===== src/rtl/y86_pkg.sv =====
// Shared Y86 pipeline constants: status codes, register ids, instruction codes,
// plus the writeback scheduler state encoding.
package y86_pkg;

    localparam logic [3:0] STAT_AOK = 4'd1;
    localparam logic [3:0] STAT_HLT = 4'd2;
    localparam logic [3:0] STAT_ADR = 4'd3;
    localparam logic [3:0] STAT_INS = 4'd4;

    localparam logic [3:0] REG_NONE = 4'hF;
    localparam logic [3:0] REG_RSP  = 4'h4;

    localparam logic [3:0] ICODE_HALT   = 4'h0;
    localparam logic [3:0] ICODE_NOP    = 4'h1;
    localparam logic [3:0] ICODE_RRMOVQ = 4'h2;
    localparam logic [3:0] ICODE_IRMOVQ = 4'h3;
    localparam logic [3:0] ICODE_RMMOVQ = 4'h4;
    localparam logic [3:0] ICODE_MRMOVQ = 4'h5;
    localparam logic [3:0] ICODE_OPQ    = 4'h6;
    localparam logic [3:0] ICODE_JXX    = 4'h7;
    localparam logic [3:0] ICODE_CALL   = 4'h8;
    localparam logic [3:0] ICODE_RET    = 4'h9;
    localparam logic [3:0] ICODE_PUSHQ  = 4'hA;
    localparam logic [3:0] ICODE_POPQ   = 4'hB;

    typedef enum logic [1:0] {
        WB_RUN    = 2'd0,
        WB_DRAIN  = 2'd1,
        WB_HALTED = 2'd2
    } wb_state_e;

endpackage


===== src/rtl/wb_pend_queue.sv =====
// Pending register-write FIFO: up to two pushes and one pop per cycle, with two
// associative lookup ports returning the youngest pending value for a register id.
module wb_pend_queue
    import y86_pkg::*;
#(
    parameter int DEPTH = 4,
    parameter int DW    = 64
) (
    input  logic                       clk,
    input  logic                       rst,
    input  logic [1:0]                 push_cnt,
    input  logic [3:0]                 push_id0,
    input  logic [DW-1:0]              push_val0,
    input  logic [3:0]                 push_id1,
    input  logic [DW-1:0]              push_val1,
    input  logic                       pop,
    output logic [3:0]                 head_id,
    output logic [DW-1:0]              head_val,
    output logic [$clog2(DEPTH):0]     count,
    input  logic [1:0][3:0]            lk_src,
    output logic [1:0]                 lk_hit,
    output logic [1:0][DW-1:0]         lk_val
);

    localparam int AW = $clog2(DEPTH);
    localparam int CW = AW + 1;

    logic [3:0]    ids_reg  [DEPTH];
    logic [DW-1:0] vals_reg [DEPTH];
    logic [AW-1:0] head_reg;
    logic [AW-1:0] tail_reg;
    logic [CW-1:0] count_reg;
    logic          do_pop;

    assign do_pop   = pop && (count_reg != '0);
    assign head_id  = ids_reg[head_reg];
    assign head_val = vals_reg[head_reg];
    assign count    = count_reg;

    always_ff @(posedge clk) begin
        if (rst) begin
            head_reg  <= '0;
            tail_reg  <= '0;
            count_reg <= '0;
        end else begin
            tail_reg  <= tail_reg + AW'(push_cnt);
            head_reg  <= head_reg + AW'(do_pop);
            count_reg <= count_reg + CW'(push_cnt) - CW'(do_pop);
        end
    end

    // Storage carries no reset; validity is defined purely by head/count.
    always_ff @(posedge clk) begin
        if (push_cnt != 2'd0) begin
            ids_reg[tail_reg]  <= push_id0;
            vals_reg[tail_reg] <= push_val0;
        end
        if (push_cnt == 2'd2) begin
            ids_reg[tail_reg + AW'(1)]  <= push_id1;
            vals_reg[tail_reg + AW'(1)] <= push_val1;
        end
    end

    genvar gi;
    generate
        for (gi = 0; gi < 2; gi++) begin : g_lookup
            logic          hit;
            logic [DW-1:0] val;

            // Walk oldest to youngest so the last match wins.
            always_comb begin
                logic [AW-1:0] idx;
                hit = 1'b0;
                val = '0;
                idx = head_reg;
                for (int i = 0; i < DEPTH; i++) begin
                    idx = head_reg + AW'(i);
                    if ((CW'(i) < count_reg) && (lk_src[gi] != REG_NONE) &&
                        (ids_reg[idx] == lk_src[gi])) begin
                        hit = 1'b1;
                        val = vals_reg[idx];
                    end
                end
            end

            assign lk_hit[gi] = hit;
            assign lk_val[gi] = val;
        end
    endgenerate

endmodule


===== src/rtl/regfile_write_scheduler.sv =====
// Writeback scheduler: turns W-stage instructions into queued register writes,
// drains one per cycle to the register file and stops after a non-AOK status.
module regfile_write_scheduler
    import y86_pkg::*;
#(
    parameter int DEPTH = 4,
    parameter int DW    = 64
) (
    input  logic          clk,
    input  logic          rst,
    input  logic          W_valid,
    output logic          W_ready,
    input  logic [3:0]    W_stat,
    input  logic [3:0]    W_destE,
    input  logic [3:0]    W_destM,
    input  logic [DW-1:0] W_valE,
    input  logic [DW-1:0] W_valM,
    output logic          rf_we,
    output logic [3:0]    rf_waddr,
    output logic [DW-1:0] rf_wdata,
    input  logic [3:0]    srcA,
    output logic          fwdA_hit,
    output logic [DW-1:0] fwdA_val,
    input  logic [3:0]    srcB,
    output logic          fwdB_hit,
    output logic [DW-1:0] fwdB_val,
    output logic [3:0]    stat_out,
    output logic          halted
);

    localparam int CW = $clog2(DEPTH) + 1;

    wb_state_e         state_reg;
    wb_state_e         state_next;
    logic [3:0]        stat_reg;
    logic [CW-1:0]     count;
    logic              accept;
    logic              has_e;
    logic              has_m;
    logic              enq;
    logic [1:0]        push_cnt;
    logic [3:0]        head_id;
    logic [DW-1:0]     head_val;
    logic [1:0]        lk_hit;
    logic [1:0][DW-1:0] lk_val;

    assign W_ready = (state_reg == WB_RUN) && ((CW'(DEPTH) - count) >= CW'(2));
    assign accept  = W_valid && W_ready;
    assign has_e   = (W_destE != REG_NONE);
    assign has_m   = (W_destM != REG_NONE);
    assign enq     = accept && (W_stat == STAT_AOK);
    assign push_cnt = enq ? (2'(has_e) + 2'(has_m)) : 2'd0;

    // Slot 0 takes the E write when present, otherwise the M write; slot 1 is
    // only used when both exist, keeping M younger than E.
    wb_pend_queue #(
        .DEPTH (DEPTH),
        .DW    (DW)
    ) u_queue (
        .clk       (clk),
        .rst       (rst),
        .push_cnt  (push_cnt),
        .push_id0  (has_e ? W_destE : W_destM),
        .push_val0 (has_e ? W_valE  : W_valM),
        .push_id1  (W_destM),
        .push_val1 (W_valM),
        .pop       (rf_we),
        .head_id   (head_id),
        .head_val  (head_val),
        .count     (count),
        .lk_src    ({srcB, srcA}),
        .lk_hit    (lk_hit),
        .lk_val    (lk_val)
    );

    assign rf_we    = (count != '0) && (state_reg != WB_HALTED);
    assign rf_waddr = rf_we ? head_id  : 4'd0;
    assign rf_wdata = rf_we ? head_val : '0;

    assign fwdA_hit = lk_hit[0];
    assign fwdA_val = lk_val[0];
    assign fwdB_hit = lk_hit[1];
    assign fwdB_val = lk_val[1];

    assign stat_out = stat_reg;
    assign halted   = (state_reg == WB_HALTED);

    always_ff @(posedge clk) begin
        if (rst) begin
            state_reg <= WB_RUN;
            stat_reg  <= STAT_AOK;
        end else begin
            state_reg <= state_next;
            if (accept && (W_stat != STAT_AOK)) begin
                stat_reg <= W_stat;
            end
        end
    end

    always_comb begin
        state_next = state_reg;
        case (state_reg)
            WB_RUN: begin
                if (accept && (W_stat != STAT_AOK)) begin
                    state_next = WB_DRAIN;
                end
            end
            WB_DRAIN: begin
                if (count == '0) begin
                    state_next = WB_HALTED;
                end
            end
            WB_HALTED: state_next = WB_HALTED;
            default:   state_next = WB_RUN;
        endcase
    end

endmodule


===== config.mk =====
export PLATFORM = sky130hd
export DESIGN_NAME = regfile_write_scheduler
export DESIGN_NICKNAME = d
export VERILOG_FILES = /design/src/rtl/y86_pkg.sv /design/src/rtl/wb_pend_queue.sv /design/src/rtl/regfile_write_scheduler.sv
export SDC_FILE = /design/constraint.sdc
export NUM_CORES = 1
export LEC_CHECK = 0
export ABC_CLOCK_PERIOD_IN_PS = 17160
export BUFFER_PORTS_ARGS = -buffer_cell sky130_fd_sc_hd__buf_2
export CAP_MARGIN = 20
export CORE_MARGIN = 2
export CORE_UTILIZATION = 38
export CTS_BUF_LIST = sky130_fd_sc_hd__clkbuf_16
export DETAILED_ROUTE_END_ITERATION = 10
export GPL_TIMING_DRIVEN = 0
export HOLD_SLACK_MARGIN = 0.06
export PLACE_DENSITY = 0.63
export SLEW_MARGIN = 20
export SYNTH_ARGS = -nofsm -noshare
export SYNTH_HDL_FRONTEND = slang
export SYNTH_SLANG_ARGS = --single-unit
export TNS_END_PERCENT = 30

===== constraint.sdc =====
create_clock -name clk -period 17.16 [get_ports clk]
set_clock_uncertainty 0.05 [all_clocks]
set_input_delay 0.858 -clock clk [delete_from_list [all_inputs] [get_ports clk]]
set_output_delay 0.858 -clock clk [all_outputs]
set_load 0.1 [all_outputs]

==> impl_metrics.toml <==
[global_routing]
overflow = 0
antenna_found_initial = 20
grt_max_degree = 20
grt_usage_pct = 30.5
grt_pass1_wl_um = 143000
first_global_vias = 21800

[placement]
dpl_cell_area_um2 = 26000
finalWeightedCongestion = 0.942
io_buffers = 347
dp_hpwl_um = 70300

[final_layout]
area_delta_synth_final_pct = 20.2
final_area_um2 = 27500
nets = 2825
regArea_um2 = 8430
most-common-layout-cells = "buf_2, mux2_2, edfxtp_1"
fillers = 5532
final_common_cell = "buf_2"
largest_register_ffs = 256
multi_input_area_um2 = 13500
drive_gt1_share_pct = 34.1

[route]
routed-via-count = 22000
ant_nets = 0
wire_per_inst_um = 28.5
vias_per_cell = 6.35
drc = 0
firstDrtPassIters = 6
wirelength_um = 99100
drt_iter0_markers = 2795

[timing]
fin_tns_setup_ns = 0
max_freq_ghz = 0.152
hold_violations = 0
slew_headroom_pct = 26.3
setup_violations = 0
period_share_pct = 38.2
worst_pin_slew_ns = 1.11
period_needed_ns = 6.56
grt_setup_unrepaired = "no"
maxSlewViolCount = 0

[cts]
post-cts-setup-buffers = 0
cts-root-buf = "clkbuf_16"
clock_latency_ns = 0.57
cts_tree = "yes"
cts_buffers = 38
ctsHtreeMaxLevel = 2
postCtsResizedCells = 0
path_clk_slew_ns = 0.05
cts_buffer_depth = 3
cts_hold_repair.buffers = 0
clock_sinks = 285

[synthesis]
synthCells = 2249
yosys_warnings = 0
syn_area_um2 = 22800
ys_ff_latch = 285
syn_avg_cell_area_um2 = 10.2
synth.distinct_cells = 50
synth_edf_count = 272
synth-async-reset-ratio_pct = 0
yosys_most_used_dff = "edfxtp_1"
synth_fp_nets = 2413
yosysSeqAreaShare_pct = 36.9

[floorplan]
die-area_um2 = 62100
fp.dieW_um = 249
die_h_um = 249
ioPinCount = 356
coreArea_um2 = 59200
initial_core_util_pct = 38.6
rows = 89

[critical_path]
crit_fanout = 10
worst-r2r-setup-slack_ns = 12.73
critPathKind = "reg -> out"
required_ns = 16.25
startpoint_type = "register"
arrival_ns = 5.65
end_kind = "output pin"

[hold_path]
worstHoldPathType = "reg -> reg"

[outcome]
status = "finished, final reports clean"

[pwr]
leakagePower_nw = 10.5
powerDensity_nw_per_um2 = 202
peakVddDrop_v = 0.000201

[flow_run]
maxCapViolCount = 0
cell type report:
| class | instances | share of cell area (%) |
|---|---|---|
| Tap cell | 773 | 3.52 |
| Sequential cell | 285 | 30.7 |
| Clock inverter | 26 | 1.26 |
| Clock buffer | 43 | 3.92 |
| Multi-Input combinational cell | 1738 | 49.1 |
| Inverter | 19 | 0.260 |
| Antenna cell | 8 | 0.0729 |
| Timing Repair Buffer | 372 | 7.81 |
| Buffer | 207 | 3.41 |
cells by family after synthesis:
kind of cell    share of synthesized area (%)
fa+ha+maj                               0.745
compound gates                           16.8
mux                                      27.4
xor+xnor                                 1.26
buf+inv                                  4.41
simple gates                             12.5
flops                                    36.9
power breakdown:
group | internal [W] | leakage (nW) | switching, W
logic | 0.000835 | 7.21 | 0.00301
registers | 0.000786 | 2.55 | 0.0000123
clock network | 0.000571 | 0.697 | 0.000342
total | 0.00219 | 10.5 | 0.00337
per-stage QoR:
stage                     power, W  hold WS [ns]  std cells  util (%)  setup WS [ns]
after detailed placement   0.00458         0.399       3394      43.9          11.31
final                      0.00556         0.402       3471      46.3          10.60
after floorplan            0.00371         0.435       2249         -           9.84
after global placement     0.00454         0.391       3369      43.1           3.75
after CTS                  0.00550         0.406       3463      46.3          10.69
after global routing       0.00571         0.429       3468      46.3          10.60
cells in the mapped netlist (2+ instances only):
cell       number  share of area, %
dfxtp_1        13               1.1
xnor2_1        22              0.84
or2_2           2             0.055
ha_1           12              0.66
inv_1          18              0.30
a221oi_2       40               2.6
a21oi_1       137               3.0
o31a_1         58               2.2
mux2_2        337                17
buf_2          62               1.4
buf_4          10              0.33
buf_6           6              0.30
nor3_1         64               1.4
and2_1        129               3.5
edfxtp_1      272                36
nand2b_1        3             0.082
nand4_1         5              0.14
mux2i_1       220               9.6
a221oi_1       27               1.0
nor4_1          4              0.11
xor2_1         11              0.42
buf_1          22              0.36
mux4_2         12               1.2
nor2b_1        73               2.0
nor3b_1         3             0.099
a2111oi_0       2             0.077
o221ai_1       56               2.1
o21ai_0       128               2.8
nor2_1         93               1.5
a22oi_1         2             0.066
o211ai_1        3             0.099
nand3_1         5              0.11
o21ai_1         7              0.15
and3_1          5              0.14
a211oi_1       15              0.49
clkbuf_1      107               1.8
nand2_1       184               3.0
o22ai_1        67               1.8
or2_1           2             0.055
path summary, 6_finish.rpt:
check / start / end / cells past startpoint
max: u_queue.head_reg[0]$_SDFF_PP0_ / fwdB_val[59] / 9
min: stat_out[3]$_SDFFE_PP0P_ / stat_out[3]$_SDFFE_PP0P_ / 2
max reg2reg: u_queue.count[1]$_SDFF_PP0_ / u_queue.vals_reg[1][35]$_DFFE_PP_ / 12
min reg2reg: stat_out[3]$_SDFFE_PP0P_ / stat_out[3]$_SDFFE_PP0P_ / 2
critical path, stage by stage (launching register included):
cell	delay [ns]
dfxtp_1	0.47
buf_4	0.28
buf_2	0.41
buf_2	0.43
clkbuf_1	0.67
clkbuf_1	0.89
clkbuf_1	0.69
o21ai_0	0.29
o221ai_1	0.42
buf_2	0.51
per-layer routing:
layer	up-vias	track usage, %	share of wire (%)
li1	9413	-	-
met1	10800	38.8	39
met2	1502	48.0	45
met3	350	8.30	11
met4	22	14.3	4.9
met5	-	0	0.15
Power figures use the tool's default switching activity.
